`src/rtl/hazard_track_pkg.sv`:
```
// -----------------------------------------------------------------------------
// hazard_track_pkg
// Shared MCU defines for the hazard tracking slice: register-file address
// width, the architectural PC register number, the per-stage pipeline record
// layouts and the PC-aware address compare used by every match output.
// -----------------------------------------------------------------------------
package hazard_track_pkg;

  localparam int REG_W = 4;
  localparam logic [REG_W-1:0] REG_PC = 4'hF;

  typedef logic [REG_W-1:0] reg_addr_t;

  // Decoded controls carried through E.
  typedef struct packed {
    logic reg_write;
    logic mem_to_reg;
    logic pc_src;
    logic branch;
  } ctrl_e_t;

  typedef struct packed {
    reg_addr_t ra1;
    reg_addr_t ra2;
    reg_addr_t wa3;
    ctrl_e_t   ctrl;
  } stage_e_t;

  typedef struct packed {
    reg_addr_t wa3;
    logic      reg_write;
    logic      mem_to_reg;
    logic      pc_src;
  } stage_m_t;

  typedef struct packed {
    reg_addr_t wa3;
    logic      reg_write;
    logic      pc_src;
  } stage_w_t;

  // A source reading the PC never takes a forwarded value: the PC is read
  // from the fetch path, not from the register file, so its compare is masked.
  function automatic logic addr_match(input reg_addr_t src, input reg_addr_t dst);
    return (src == dst) && (src != REG_PC);
  endfunction

endpackage

```
`src/rtl/pipe_flop.sv`:
```
// -----------------------------------------------------------------------------
// pipe_flop
// Generic pipeline register: asynchronous active-high reset, synchronous
// clear and load enable. Clear wins over enable so a flush always lands even
// when the stage is otherwise holding.
//
// Ports
//   clk    in  1  rising-edge clock
//   reset  in  1  asynchronous active-high reset, q -> 0
//   en     in  1  load enable
//   clr    in  1  synchronous clear, q -> 0 on the next edge
//   d      in  W  next value
//   q      out W  registered value
// -----------------------------------------------------------------------------
module pipe_flop #(
  parameter int W = 1
) (
  input  logic         clk,
  input  logic         reset,
  input  logic         en,
  input  logic         clr,
  input  logic [W-1:0] d,
  output logic [W-1:0] q
);

  always_ff @(posedge clk or posedge reset) begin
    if (reset) begin
      q <= '0;
    end else if (clr) begin
      q <= '0;
    end else if (en) begin
      q <= d;
    end
  end

endmodule

```
`src/rtl/hazard_track.sv`:
```
// -----------------------------------------------------------------------------
// hazard_track
// Tracks register addresses and write/branch controls down the D->E->M->W
// pipeline and produces the address compares and qualified controls the
// hazard unit needs for forwarding, load-use stalls and PC-write flushing.
// All state lives in pipe_flop instances: ValidD plus the E, M and W records.
//
// Ports
//   clk, reset                          clock, async active-high reset
//   RA1D, RA2D, WA3D           in  4    D-stage source/destination addresses
//   RegWriteD, MemtoRegD,
//   PCSrcD, BranchD            in  1    D-stage decoded controls
//   CondExE                    in  1    E-stage condition passed
//   StallD, FlushD, FlushE     in  1    pipeline controls from hazard unit
//   Match_1E_M, Match_1E_W,
//   Match_2E_M, Match_2E_W     out 1    E sources vs M/W destinations
//   Match_12D_E                out 1    D sources vs E destination
//   RegWriteM, RegWriteW,
//   MemtoRegE, PCSrcW,
//   BranchTakenE, PCWrPendingF out 1    qualified controls
// -----------------------------------------------------------------------------
module hazard_track
  import hazard_track_pkg::*;
(
  input  logic             clk,
  input  logic             reset,
  input  logic [REG_W-1:0] RA1D,
  input  logic [REG_W-1:0] RA2D,
  input  logic [REG_W-1:0] WA3D,
  input  logic             RegWriteD,
  input  logic             MemtoRegD,
  input  logic             PCSrcD,
  input  logic             BranchD,
  input  logic             CondExE,
  input  logic             StallD,
  input  logic             FlushD,
  input  logic             FlushE,
  output logic             Match_1E_M,
  output logic             Match_1E_W,
  output logic             Match_2E_M,
  output logic             Match_2E_W,
  output logic             Match_12D_E,
  output logic             RegWriteM,
  output logic             RegWriteW,
  output logic             MemtoRegE,
  output logic             PCSrcW,
  output logic             BranchTakenE,
  output logic             PCWrPendingF
);

  logic     valid_d;
  stage_e_t e_d, e_q;
  stage_m_t m_d, m_q;
  stage_w_t w_d, w_q;

  // MemtoRegM feeds the write-back mux outside this block; nothing here
  // reads it, so it is parked on a sink net.
  logic     unused_mem_to_reg_m;

  // ValidD: FlushD clears (clr beats en), StallD holds, otherwise set.
  pipe_flop #(.W(1)) u_valid_d (
    .clk   (clk),
    .reset (reset),
    .en    (~StallD),
    .clr   (FlushD),
    .d     (1'b1),
    .q     (valid_d)
  );

  // D->E: controls are killed for an invalid D slot; addresses pass as-is.
  always_comb begin
    e_d                = '0;
    e_d.ra1            = RA1D;
    e_d.ra2            = RA2D;
    e_d.wa3            = WA3D;
    e_d.ctrl.reg_write = RegWriteD & valid_d;
    e_d.ctrl.mem_to_reg= MemtoRegD & valid_d;
    e_d.ctrl.pc_src    = PCSrcD & valid_d;
    e_d.ctrl.branch    = BranchD & valid_d;
  end

  pipe_flop #(.W($bits(stage_e_t))) u_stage_e (
    .clk   (clk),
    .reset (reset),
    .en    (1'b1),
    .clr   (FlushE),
    .d     (e_d),
    .q     (e_q)
  );

  // E->M: a failed condition turns the instruction into a no-op for
  // register and PC writes.
  always_comb begin
    m_d            = '0;
    m_d.wa3        = e_q.wa3;
    m_d.reg_write  = e_q.ctrl.reg_write & CondExE;
    m_d.mem_to_reg = e_q.ctrl.mem_to_reg;
    m_d.pc_src     = e_q.ctrl.pc_src & CondExE;
  end

  pipe_flop #(.W($bits(stage_m_t))) u_stage_m (
    .clk   (clk),
    .reset (reset),
    .en    (1'b1),
    .clr   (1'b0),
    .d     (m_d),
    .q     (m_q)
  );

  always_comb begin
    w_d           = '0;
    w_d.wa3       = m_q.wa3;
    w_d.reg_write = m_q.reg_write;
    w_d.pc_src    = m_q.pc_src;
  end

  pipe_flop #(.W($bits(stage_w_t))) u_stage_w (
    .clk   (clk),
    .reset (reset),
    .en    (1'b1),
    .clr   (1'b0),
    .d     (w_d),
    .q     (w_q)
  );

  assign unused_mem_to_reg_m = m_q.mem_to_reg;

  // Compares are deliberately not qualified by RegWrite; the hazard unit
  // combines them with RegWriteM/RegWriteW itself.
  assign Match_1E_M  = addr_match(e_q.ra1, m_q.wa3);
  assign Match_1E_W  = addr_match(e_q.ra1, w_q.wa3);
  assign Match_2E_M  = addr_match(e_q.ra2, m_q.wa3);
  assign Match_2E_W  = addr_match(e_q.ra2, w_q.wa3);
  assign Match_12D_E = addr_match(RA1D, e_q.wa3) | addr_match(RA2D, e_q.wa3);

  assign RegWriteM    = m_q.reg_write;
  assign RegWriteW    = w_q.reg_write;
  assign MemtoRegE    = e_q.ctrl.mem_to_reg;
  assign PCSrcW       = w_q.pc_src;
  assign BranchTakenE = e_q.ctrl.branch & CondExE;

  // A PC write is pending from the moment a valid PC-writing instruction is
  // decoded until it leaves M; PCSrcM already carries the condition result.
  assign PCWrPendingF = (PCSrcD & valid_d) | e_q.ctrl.pc_src | m_q.pc_src;

endmodule
```
`config.mk`:
```
export PLATFORM = sky130hd
export DESIGN_NAME = hazard_track
export DESIGN_NICKNAME = d
export VERILOG_FILES = /design/src/rtl/hazard_track_pkg.sv /design/src/rtl/pipe_flop.sv /design/src/rtl/hazard_track.sv
export SDC_FILE = /design/constraint.sdc
export NUM_CORES = 1
export LEC_CHECK = 0
export BUFFER_PORTS_ARGS = -buffer_cell sky130_fd_sc_hd__buf_2
export CAP_MARGIN = 20
export CORE_ASPECT_RATIO = 0.9
export CORE_MARGIN = 2
export CORE_UTILIZATION = 25
export DETAILED_ROUTE_END_ITERATION = 8
export PLACE_DENSITY = 0.49
export SLEW_MARGIN = 10
export SYNTH_ARGS = -nofsm -noshare
export SYNTH_HDL_FRONTEND = slang
export SYNTH_SLANG_ARGS = --single-unit
```
`constraint.sdc`:
```
create_clock -name clk -period 1.3 [get_ports clk]
set_input_delay 0.13 -clock clk [delete_from_list [all_inputs] [get_ports clk]]
set_output_delay 0.13 -clock clk [all_outputs]
set_load 0.1 [all_outputs]
```
==> impl_results.rst, run 1 <==
.. list-table::
   :header-rows: 1

   * - Metric
     - Value
   * - Start point of the worst min-delay path
     - StallD
   * - Antenna cell count
     - 0
   * - Hpwl dp
     - 1870 um
   * - Failing checks
     - setup timing
   * - Final count of negative-setup-slack endpoints
     - 5
   * - Maximum number of pins on one net before global-route repair
     - 30
   * - Combinational share of power
     - 21.9%
   * - DRC Markers
     - 0
   * - Kind of critical path
     - flip-flop to primary output
   * - Most prevalent standard cell on the critical path
     - sky130_fd_sc_hd__nand3_2
   * - Net switching power
     - 669 uW
   * - Hold Violations, Final
     - 0
   * - Number of buffers added by the clock tree synthesis step
     - 5
   * - Final WS setup
     - -0.357 ns
   * - Worst Reg2Reg Path Length in Cells
     - 3
   * - Crit path arrival time
     - 1.53 ns
   * - Critical path endpoint category
     - primary output
   * - Core Rows
     - 23
   * - Number of sinks driven by the clock tree
     - 29
   * - Final period utilization
     - 127%
   * - Worst skew pair latency
     - 0.28 ns
   * - Clock transition at the registers of the reported paths
     - 0.06 ns
   * - Number of violations reported at the end of detailed-routing iteration 0
     - 16
   * - Number of max-slew violations in the final report
     - 0
   * - Avg Inst Size Synth
     - 12.0 sq um
   * - Share of post-route cells with drive strength above 1
     - 48.3%
   * - Outcome
     - complete, but fails checks
   * - Area of the mapped netlist
     - 1190 sq um
   * - Vias/cell
     - 4.06
   * - Max Cap Violations
     - 0
   * - Destination of the worst hold path
     - u_valid_d.q
   * - Post-detailed-route count of antenna-violating nets
     - 0
   * - R2r setup slk
     - about 0.5 ns
   * - Clock root cell
     - sky130_fd_sc_hd__clkbuf_8
   * - Initial core utilization
     - roughly a quarter
   * - Unrepaired setup endpoints after global routing
     - yes
   * - Placeable core area
     - 4520 sq um
   * - CTS H-tree depth
     - 2
   * - Fillcell total
     - 467
   * - Overall via count from detail_route
     - about 860
   * - Fmax achieved
     - 0.604 GHz
   * - Total iterations of the first detailed-routing run
     - 2
   * - #FFs+latches synth
     - 29
   * - Global-route wire length before repair
     - 4460 um
   * - Shortest period the worst path allows
     - between 1.5 and 2 ns
   * - Nets
     - 170
   * - Maximum single-stage delay on the critical path
     - 0.43 ns
   * - Share of synthesized area occupied by flip-flops and latches
     - 61.0%
   * - Predominant post-synthesis flop cell
     - sky130_fd_sc_hd__dfrtp_1
   * - Port buffer count
     - 32
   * - Placer congestion estimate
     - 0.728
   * - Syn. warnings
     - 0
   * - Pin slew with the least headroom to its limit
     - 0.490 ns
   * - Register share of total power
     - ~43%
   * - Switching Fraction
     - 29.1%
   * - DR WL/cell
     - around 12 um
   * - R2r startpoint
     - u_valid_d.q
   * - Cells traversed along the worst timing path
     - nand3_2, nand3_2, a2111oi_4, buf_12
   * - Total global routing track utilization
     - 10.9%
   * - Total congestion overflow
     - 0
   * - Number of synthesized flops with an enable pin
     - 0
   * - Highest-delay cell along the critical path
     - sky130_fd_sc_hd__dfrtp_1
   * - Critical Path Source Type
     - flip-flop
   * - Worst EP required
     - 1.17 ns
   * - Peak supply drop
     - between 0.5 and 0.6 mV
   * - LEAKAGE
     - between 0.0008 and 0.0009 uW
   * - Classification of the worst-slack hold path
     - input port to flip-flop
   * - Final setup skew
     - 0.00161 ns
   * - Number of stages on the worst hold path
     - 2
   * - Ports placed on the boundary
     - 33
   * - Relative slew margins
     - 67.6%
   * - Vias in the first global route
     - 967
   * - Number of library cell types mapped by synthesis
     - 18
   * - Dpl ws
     - -0.0814 ns
   * - Clock Tree Buf Depth
     - 2
   * - Initial antenna violation count
     - 0
   * - Share of flip-flops with an asynchronous set or reset after synthesis
     - 100%
   * - Die footprint
     - 5330 sq um
   * - Total detailed-routing wirelength
     - between 2000 and 2500 um
   * - Internal power consumption
     - 1630 uW
   * - Number of instances in the synthesized netlist
     - 99
   * - Chip width
     - roughly 77 um
   * - CTS tree
     - yes
   * - FF-to-FF End
     - u_stage_e.q[1]
   * - Maximum fanout encountered on the critical timing path
     - 3
   * - Total power density per cell area
     - about 1200 nW/um^2
   * - Signed area change from the synthesized netlist to the final layout
     - 55.5%
   * - Die Span Y
     - ~70 um
   * - Total Negative Setup Slacks
     - -1.43 ns
   * - Proportion of power drawn by the clock network
     - between 30% and 40%
   * - Post-Synthesis Net Count
     - 121
==> critical path: cells and delay by family, from the launching register on <==
| family | cells | cell delay [ns] |
|---|---|---|
| AO/OA/AOI/OAI | 1 | 0.42 |
| buffers and inverters | 1 | 0.22 |
| flip-flops | 1 | 0.43 |
| AND/OR/NAND/NOR | 2 | 0.18 |
==> per-layer routing <==
metal	GRT usage, %	vias to the layer above	part of all wire (%)
met4	6.67	0	2.6
met3	4.17	7	4.9
met1	13.5	407	44
li1	-	418	-
met5	0	-	0
met2	16.2	25	48
==> Yosys cell counts, types with 2 or more instances <==
cell,number,area share (%)
sky130_fd_sc_hd__and2_1,9,4.7
sky130_fd_sc_hd__nor2b_1,14,7.4
sky130_fd_sc_hd__a21oi_1,3,1.3
sky130_fd_sc_hd__xnor2_1,14,10
sky130_fd_sc_hd__nand3_1,10,4.2
sky130_fd_sc_hd__a211oi_1,2,1.3
sky130_fd_sc_hd__dfrtp_1,29,61
sky130_fd_sc_hd__inv_1,2,0.63
sky130_fd_sc_hd__xor2_1,5,3.7
sky130_fd_sc_hd__nor2_1,3,0.95
==> what timing repair did <==
action	4_1_cts	5_1_grt
resized for setup	12	10
setup buffers	2	0
endpoints found under the setup margin	6	5
hold buffers	2	0
cloned	0	0
pin swaps	9	4
hold endpoints to repair	30	0
==> through the flow <==
step                utilization [%]  instances  total power [uW]  hold slack, ns  area [sq um]
global placement               35.8        199              1470           0.212          1620
floorplan                         -         99              1310           0.193          1260
finish                         41.0        211              2300          0.0202          1850
global route                   41.0        211              2410          0.0280          1850
detailed placement             35.8        199              1470           0.216          1620
CTS                            40.1        211              2330         0.00851          1810
==> kinds of logic after synthesis <==
| logic type | after synthesis | share of synthesized area (%) |
|---|---|---|
| buf+inv | 3 | 0.946 |
| flops | 29 | 61.0 |
| xor+xnor | 19 | 14.0 |
| compound gates | 8 | 5.05 |
| simple gates | 40 | 19.0 |
==> power groups by stage <==
stage          clock (uW)  combinational [uW]  sequential (uW)
3_3_place_gp            0                 468              998
5_1_grt               885                 533              996
4_1_cts               841                 501              987
6_report              805                 504              990
2_1_floorplan           0                 294             1020
3_5_place_dp            0                 471             1000
==> worst max-delay path by stage <==
stage                       endpoint            start  cells after the start
after floorplan           Match_2E_M  u_stage_e.q[11]                      2
after global placement    Match_2E_M  u_stage_e.q[11]                      3
after detailed placement  Match_1E_M   u_stage_m.q[6]                      5
after CTS                 Match_1E_M   u_stage_m.q[6]                      5
after global routing      Match_2E_M   u_stage_e.q[8]                      4
final                     Match_2E_M   u_stage_e.q[8]                      4
==> layout make-up <==
cell class / instances / area [sq um] / share of cell area, %
Clock buffer: 7 / 96.3 / 5.21
Inverter: 2 / 7.51 / 0.406
Tap cell: 62 / 77.6 / 4.19
Clock inverter: 1 / 5.00 / 0.270
Sequential cell: 29 / 732 / 39.6
Multi-Input combinational cell: 67 / 592 / 32.0
Timing Repair Buffer: 43 / 340 / 18.4
==> cell usage in the layout, fill, tap and decap left out, drive strengths merged <==
cell,count
a211oi,2
nand4,1
inv,2
or2,1
buf,41
nor3,1
clkinv,1
dlygate4sd3,2
o22ai,1
nor2,3
dfrtp,29
xnor2,14
nor2b,14
a2111oi,1
nand3,10
a21oi,3
and2,9
a211o,1
nand2,1
clkbuf,7
xor2,5
==> flip-flops by register name (all words and copies together), names as in the netlist <==
register and flops:
u_stage_w.q 6, u_stage_m.q 6, u_valid_d.q 1, u_stage_e.q 16
Note: power is estimated with default switching activity, not from simulation.
==> run 2, diff against run 1 <==
==> constraint.sdc (replaced) <==
create_clock -name clk -period 1.3 [get_ports clk]
set_input_delay 0.39 -clock clk [delete_from_list [all_inputs] [get_ports clk]]
set_output_delay 0.39 -clock clk [all_outputs]
set_load 0.1 [all_outputs]
==> impl_results.rst, run 2 (synthesis results as in run 1) <==
.. list-table::
   :header-rows: 1

   * - Metric
     - Value
   * - Core Rows
     - 23 (unchanged)
   * - Failing checks
     - setup timing (unchanged)
   * - Worst setup startpoint
     - u_stage_e.q[11] (was u_stage_e.q[8])
   * - CTS tree
     - yes (unchanged)
   * - Die footprint
     - 5330 sq um (unchanged)
   * - Critical Path Source Type
     - flip-flop (unchanged)
   * - Relative slew margins
     - 76.4% (was 67.6%)
   * - Max Cap Violations
     - 0 (unchanged)
   * - Number of max-slew violations in the final report
     - 0 (unchanged)
   * - Final setup skew
     - 0.00286 ns (was 0.00161 ns)
   * - Post-detailed-route count of antenna-violating nets
     - 0 (unchanged)
   * - Placer congestion estimate
     - 0.759 (was 0.728)
   * - Vias/cell
     - 4.04 (was 4.06)
   * - Ports placed on the boundary
     - 33 (unchanged)
   * - Final period utilization
     - 148% (was 127%)
   * - Highest-delay cell along the critical path
     - sky130_fd_sc_hd__dfrtp_1 (unchanged)
   * - Fin Hold WS
     - 0.163 ns (was 0.0202 ns)
   * - Initial core utilization
     - 26.3% (unchanged)
   * - Worst EP required
     - 0.91 ns (was 1.17 ns)
   * - Worst skew pair latency
     - 0.28 ns (about the same)
   * - Peak supply drop
     - 0.462 mV (was 0.528 mV)
   * - Most common cell after layout, fill and taps aside
     - sky130_fd_sc_hd__dfrtp_1 (was sky130_fd_sc_hd__buf_2)
   * - Chip width
     - 76.7 um (unchanged)
   * - Number of sinks driven by the clock tree
     - 29 (unchanged)
   * - Global routing met1 resource utilization
     - 13.0% (was 13.5%)
   * - Met2 demand-to-capacity share in global routing
     - 16.5% (was 16.2%)
   * - Outcome
     - complete, but fails checks (unchanged)
   * - Maximum fanout encountered on the critical timing path
     - 3 (unchanged)
   * - Shortest period the worst path allows
     - 1.92 ns (was 1.66 ns)
   * - Commonest cells after routing, fill and taps aside
     - sky130_fd_sc_hd__dfrtp_1 (25), sky130_fd_sc_hd__buf_2 (21), sky130_fd_sc_hd__nor2b_1 (14), sky130_fd_sc_hd__buf_12 (11), sky130_fd_sc_hd__buf_4 (10) (was sky130_fd_sc_hd__buf_2 (26), sky130_fd_sc_hd__dfrtp_1 (24), sky130_fd_sc_hd__nor2b_1 (14), sky130_fd_sc_hd__and2_1 (9), sky130_fd_sc_hd__xnor2_1 (8))
   * - Global-route wire length before repair
     - 4370 um (was 4460 um)
   * - Clock transition at the registers of the reported paths
     - 0.06 ns (about the same)
   * - Buf+Inv Stages, Crit Path
     - 1 (unchanged)
   * - Fmax achieved
     - 0.521 GHz (was 0.604 GHz)
   * - Share of post-route cells with drive strength above 1
     - 52.6% (was 48.3%)
   * - Kind of critical path
     - flip-flop to primary output (unchanged)
   * - Placeable core area
     - 4520 sq um (unchanged)
   * - Cells traversed along the worst timing path
     - or2_1, a2111oi_4, buf_12 (was nand3_2, nand3_2, a2111oi_4, buf_12)
   * - Antenna cell count
     - 0 (unchanged)
   * - Total power
     - 2240 uW (was 2300 uW)
   * - Total iterations of the first detailed-routing run
     - 4 (was 2)
   * - Dpl ws
     - -0.334 ns (was -0.0814 ns)
   * - Number of buffers added by the clock tree synthesis step
     - 5 (unchanged)
   * - Final count of negative-setup-slack endpoints
     - 7 (was 5)
   * - Hold Violations, Final
     - 0 (unchanged)
   * - Number of flip-flops in the largest register
     - 16 (unchanged)
   * - Placed cell area
     - 1750 sq um (was 1620 sq um)
   * - Leading registers by flop count
     - u_stage_e.q (16), u_stage_m.q (6), u_stage_w.q (6) (unchanged)
   * - Signed area change from the synthesized netlist to the final layout
     - 66.8% (was 55.5%)
   * - Port buffer count
     - 32 (unchanged)
   * - Classification of the worst-slack hold path
     - input port to async pin (was input port to flip-flop)
   * - Crit path arrival time
     - 1.53 ns (about the same)
   * - Initial antenna violation count
     - 0 (unchanged)
   * - Register ranked first by flip-flop count
     - u_stage_e.q (unchanged)
   * - Overall via count from detail_route
     - 872 (was 857)
   * - Maximum number of pins on one net before global-route repair
     - 30 (unchanged)
   * - GR peak layer
     - met2 (unchanged)
   * - R2r startpoint
     - u_valid_d.q (unchanged)
   * - Largest delay contributor family on the critical path
     - flip-flops (unchanged)
   * - Total power density per cell area
     - 1130 nW/um^2 (was 1240 nW/um^2)
   * - Hpwl dp
     - 1960 um (was 1870 um)
   * - Global routing met3 resource utilization
     - 3.78% (was 4.17%)
   * - LEAKAGE
     - 0.000891 uW (was 0.000845 uW)
   * - Critical path endpoint category
     - primary output (unchanged)
   * - Final WS setup
     - -0.620 ns (was -0.357 ns)
   * - Maximum single-stage delay on the critical path
     - 0.40 ns (was 0.43 ns)
   * - Unrepaired setup endpoints after global routing
     - yes (unchanged)
   * - DRC Markers
     - 0 (unchanged)
   * - Clock Tree Buf Depth
     - 2 (unchanged)
   * - Total global routing track utilization
     - 10.6% (was 10.9%)
   * - Total congestion overflow
     - 0 (unchanged)
   * - Nets
     - 175 (was 170)
   * - Final instance area
     - 1980 sq um (was 1850 sq um)
   * - Clock root cell
     - sky130_fd_sc_hd__clkbuf_8 (unchanged)
   * - Pin slew with the least headroom to its limit
     - 0.354 ns (was 0.490 ns)
   * - Vias in the first global route
     - 928 (was 967)
   * - Number of violations reported at the end of detailed-routing iteration 0
     - 14 (was 16)
   * - Die Span Y
     - 69.5 um (unchanged)
   * - Total detailed-routing wirelength
     - 2500 um (about the same)
   * - CTS H-tree depth
     - 2 (unchanged)
   * - DR WL/cell
     - 11.6 um (was 11.8 um)
## run 2: cell count changes in the layout (fill, tap and decap cells not counted), moves of 2 or more
cell                            change
sky130_fd_sc_hd__buf_12             +6
sky130_fd_sc_hd__buf_2              -5
sky130_fd_sc_hd__buf_4              +4
sky130_fd_sc_hd__buf_6              +2
sky130_fd_sc_hd__clkbuf_8           -2
sky130_fd_sc_hd__dlygate4sd3_1      -2
## run 2: worst register-to-register path, stage by stage (launching register included)
cell and delay (ns):
sky130_fd_sc_hd__dfrtp_1 0.38, sky130_fd_sc_hd__buf_4 0.13, sky130_fd_sc_hd__inv_1 0.06, sky130_fd_sc_hd__nor2_1 0.07
sky130_fd_sc_hd__and2_1 0.17
## run 2: area by class of cell
type,count,area (sq um)
multi-input cells,67,618
clock buffers,6,72.6
clock inverters,2,10.0
flip-flops and latches,29,731
well taps,62,77.6
fillers,445,2530
inverters,2,7.51
repair buffers,48,468
## run 2: per-layer routing
metal	wire, um	part of all wire, %	up-vias
met4	57	2.3	0
li1	-	-	428
met3	121	4.8	6
met1	1110	44	417
met2	1210	48	21
met5	0	0	-
## run 2: per-stage QoR
stage / std cells / util [%] / setup TNS [ns]
5_1_grt: 216 / 43.9 / -3.39
3_5_place_dp: 205 / 38.7 / -1.67
3_3_place_gp: 205 / 38.7 / -1.63
4_1_cts: 215 / 42.5 / -3.16
2_1_floorplan: 99 / - / -2.99
6_report: 216 / 43.9 / -2.98
## run 2: power breakdown
| group | switching, uW | internal, uW | leakage [uW] |
|---|---|---|---|
| clock | 323 | 369 | 0.0000450 |
| combinational | 306 | 244 | 0.000471 |
| sequential | 47.1 | 945 | 0.000375 |
| total | 677 | 1560 | 0.000891 |
## run 2: final timing paths
check,slack (ns),to,cells after the start
worst max-delay path,-0.62,Match_2E_M,3
worst min-delay path,0.16,u_stage_w.q[1],3
worst max register to register,0.38,u_stage_e.q[3],4
worst min register to register,0.41,u_stage_w.q[0],0
max in group asynchronous,0.85,u_stage_e.q[6],3
min in group clk,0.26,u_valid_d.q,2
## run 2: repair_timing
item	CTS	global route
endpoints found under the setup margin	7	7
gates resized for setup	17	12
gates cloned	0	0
buffers inserted	2	1
hold buffers	0	0
endpoints found under the hold margin	0	0
pin swaps	14	5
==> run 3, diff against run 2 <==
Settings changed: PLACE_DENSITY 0.49 to unset.
==> impl_results.rst, run 3 (synthesis results as in run 1) <==
.. list-table::
   :header-rows: 1

   * - Metric
     - Value
   * - Total power density per cell area
     - 1160 nW/um^2 (was 1130 nW/um^2)
   * - Die Span Y
     - 69.5 um (unchanged)
   * - Classification of the worst-slack hold path
     - input port to async pin (unchanged)
   * - Worst skew pair latency
     - 0.27 ns (was 0.28 ns)
   * - Placer congestion estimate
     - 0.812 (was 0.759)
   * - Total detailed-routing wirelength
     - 2680 um (was 2500 um)
   * - Worst EP required
     - 0.91 ns (about the same)
   * - Outcome
     - complete, but fails checks (unchanged)
   * - Final setup skew
     - 0.00230 ns (was 0.00286 ns)
   * - Vias/cell
     - 4.02 (was 4.04)
   * - Shortest period the worst path allows
     - 1.94 ns (was 1.92 ns)
   * - Number of flip-flops in the largest register
     - 16 (unchanged)
   * - Maximum fanout encountered on the critical timing path
     - 3 (unchanged)
   * - Initial antenna violation count
     - 0 (unchanged)
   * - Placeable core area
     - 4520 sq um (unchanged)
   * - Fmax achieved
     - 0.515 GHz (was 0.521 GHz)
   * - Max Cap Violations
     - 0 (unchanged)
   * - Critical path endpoint category
     - primary output (unchanged)
   * - Number of sinks driven by the clock tree
     - 29 (unchanged)
   * - Vias in the first global route
     - 975 (was 928)
   * - Clock transition at the registers of the reported paths
     - 0.06 ns (about the same)
   * - Crit path arrival time
     - 1.55 ns (was 1.53 ns)
   * - CTS H-tree depth
     - 2 (unchanged)
   * - Chip width
     - 76.7 um (unchanged)
   * - Antenna cell count
     - 0 (unchanged)
   * - Signed area change from the synthesized netlist to the final layout
     - 70.8% (was 66.8%)
   * - Clock Tree Buf Depth
     - 2 (unchanged)
   * - Most common cell after layout, fill and taps aside
     - sky130_fd_sc_hd__dfrtp_1 (unchanged)
   * - CTS tree
     - yes (unchanged)
   * - Critical Path Source Type
     - flip-flop (unchanged)
   * - Failing checks
     - setup timing (unchanged)
   * - Relative slew margins
     - 76.4% (about the same)
   * - Fin Hold WS
     - 0.163 ns (about the same)
   * - DR WL/cell
     - 12.4 um (was 11.6 um)
   * - R2r setup slk
     - 0.33 ns (was 0.38 ns)
   * - Dpl ws
     - -0.343 ns (was -0.334 ns)
   * - Hpwl dp
     - 1900 um (was 1960 um)
   * - Ports placed on the boundary
     - 33 (unchanged)
   * - Number of max-slew violations in the final report
     - 0 (unchanged)
   * - Global-route wire length before repair
     - 4420 um (was 4370 um)
   * - Total Negative Setup Slacks
     - -3.09 ns (was -2.98 ns)
   * - Register share of total power
     - 42.2% (was 44.4%)
   * - Core Rows
     - 23 (unchanged)
   * - Net switching power
     - 683 uW (was 677 uW)
   * - Clock root cell
     - sky130_fd_sc_hd__clkbuf_8 (unchanged)
   * - Total power
     - 2360 uW (was 2240 uW)
   * - Pin slew with the least headroom to its limit
     - 0.353 ns (was 0.354 ns)
   * - Maximum number of pins on one net before global-route repair
     - 30 (unchanged)
   * - Final period utilization
     - 149% (was 148%)
   * - Proportion of power drawn by the clock network
     - 33.8% (was 31.0%)
   * - Total congestion overflow
     - 0 (unchanged)
   * - Port buffer count
     - 32 (unchanged)
   * - Number of buffers added by the clock tree synthesis step
     - 5 (unchanged)
   * - Nets
     - 176 (was 175)
   * - Peak supply drop
     - 0.492 mV (was 0.462 mV)
   * - Combinational share of power
     - 24.0% (was 24.6%)
   * - Number of violations reported at the end of detailed-routing iteration 0
     - 36 (was 14)
   * - Post-detailed-route count of antenna-violating nets
     - 0 (unchanged)
   * - Share of post-route cells with drive strength above 1
     - 57.4% (was 52.6%)
   * - Final WS setup
     - -0.642 ns (was -0.620 ns)
   * - Register ranked first by flip-flop count
     - u_stage_e.q (unchanged)
   * - DRC Markers
     - 0 (unchanged)
   * - Overall via count from detail_route
     - 873 (was 872)
   * - Total global routing track utilization
     - 10.8% (was 10.6%)
   * - Leading registers by flop count
     - u_stage_e.q (16), u_stage_m.q (6), u_stage_w.q (6) (unchanged)
   * - Total iterations of the first detailed-routing run
     - 4 (unchanged)
   * - Switching Fraction
     - 29.0% (was 30.3%)
   * - Internal power consumption
     - 1670 uW (was 1560 uW)
   * - Die footprint
     - 5330 sq um (unchanged)
   * - Initial core utilization
     - 26.3% (unchanged)
   * - LEAKAGE
     - 0.000926 uW (was 0.000891 uW)
   * - Kind of critical path
     - flip-flop to primary output (unchanged)
   * - Hold Violations, Final
     - 0 (unchanged)
   * - Unrepaired setup endpoints after global routing
     - yes (unchanged)
   * - Commonest cells after routing, fill and taps aside
     - sky130_fd_sc_hd__dfrtp_1 (24), sky130_fd_sc_hd__buf_2 (21), sky130_fd_sc_hd__buf_4 (15), sky130_fd_sc_hd__nor2b_1 (14), sky130_fd_sc_hd__xnor2_2 (12) (was sky130_fd_sc_hd__dfrtp_1 (25), sky130_fd_sc_hd__buf_2 (21), sky130_fd_sc_hd__nor2b_1 (14), sky130_fd_sc_hd__buf_12 (11), sky130_fd_sc_hd__buf_4 (10))
   * - Final count of negative-setup-slack endpoints
     - 7 (unchanged)
-- run 3: cell count changes in the layout (fill, tap and decap cells not counted), moves of 2 or more --
| cell | previous run | this run |
|---|---|---|
| sky130_fd_sc_hd__buf_6 | 6 | 2 |
| sky130_fd_sc_hd__buf_4 | 10 | 15 |
| sky130_fd_sc_hd__xnor2_2 | 7 | 12 |
| sky130_fd_sc_hd__clkbuf_8 | 5 | 7 |
| sky130_fd_sc_hd__xnor2_1 | 7 | 2 |
-- run 3: repair_timing --
| action | in CTS | in global routing |
|---|---|---|
| resized for setup | 16 | 15 |
| endpoints found under the hold margin | 0 | 0 |
| setup buffers | 4 | 0 |
| hold buffers | 0 | 0 |
| setup endpoints to repair | 7 | 7 |
| pin swaps | 12 | 6 |
-- run 3: critical path: stages (launching register included) --
cell and delay [ns]:
sky130_fd_sc_hd__dfrtp_1 0.41, sky130_fd_sc_hd__buf_4 0.14, sky130_fd_sc_hd__nand3_2 0.09, sky130_fd_sc_hd__a2111oi_4 0.41, sky130_fd_sc_hd__buf_12 0.22
-- run 3: stage by stage --
stage	util, %	area, sq um	instances
final	45.0	2030	217
after CTS	43.2	1950	217
after detailed placement	38.7	1750	205
after floorplan	-	1270	99
after global routing	45.0	2030	217
after global placement	38.7	1750	205
-- run 3: power groups by stage --
stage                     combinational [uW]  clock (uW)  sequential [uW]
after floorplan                          297           0             1020
after global placement                   494           0              999
after detailed placement                 502           0             1000
after CTS                                543         820              987
after global routing                     598         875             1000
final                                    565         797              995
-- run 3: final cells by class --
cell class	instances	area, sq um
flip-flops and latches	29	732
fillers	405	2490
clock inverters	1	5.00
repair buffers	49	460
well taps	62	77.6
multi-input cells	67	653
clock buffers	7	96.3
inverters	2	7.51
-- run 3: path summary, 6_finish.rpt --
check | endpoint | cells after the start | startpoint
min | u_stage_e.q[11] | 3 | reset
min reg2reg | u_stage_w.q[0] | 0 | u_stage_m.q[0]
max in group asynchronous | u_stage_e.q[7] | 3 | reset
max reg2reg | u_stage_e.q[1] | 4 | u_valid_d.q
min in group clk | u_valid_d.q | 2 | FlushD
max | Match_2E_M | 4 | u_stage_m.q[6]
-- run 3: routing by layer --
metal / up-vias / track usage (%) / wire length, um / share of wire, %
li1: 431 / - / - / -
met1: 411 / 11.6 / 1000 / 37
met2: 21 / 18.5 / 1470 / 55
met3: 10 / 3.65 / 112 / 4.2
met4: 0 / 6.26 / 98 / 3.7
met5: - / 0 / 0 / 0
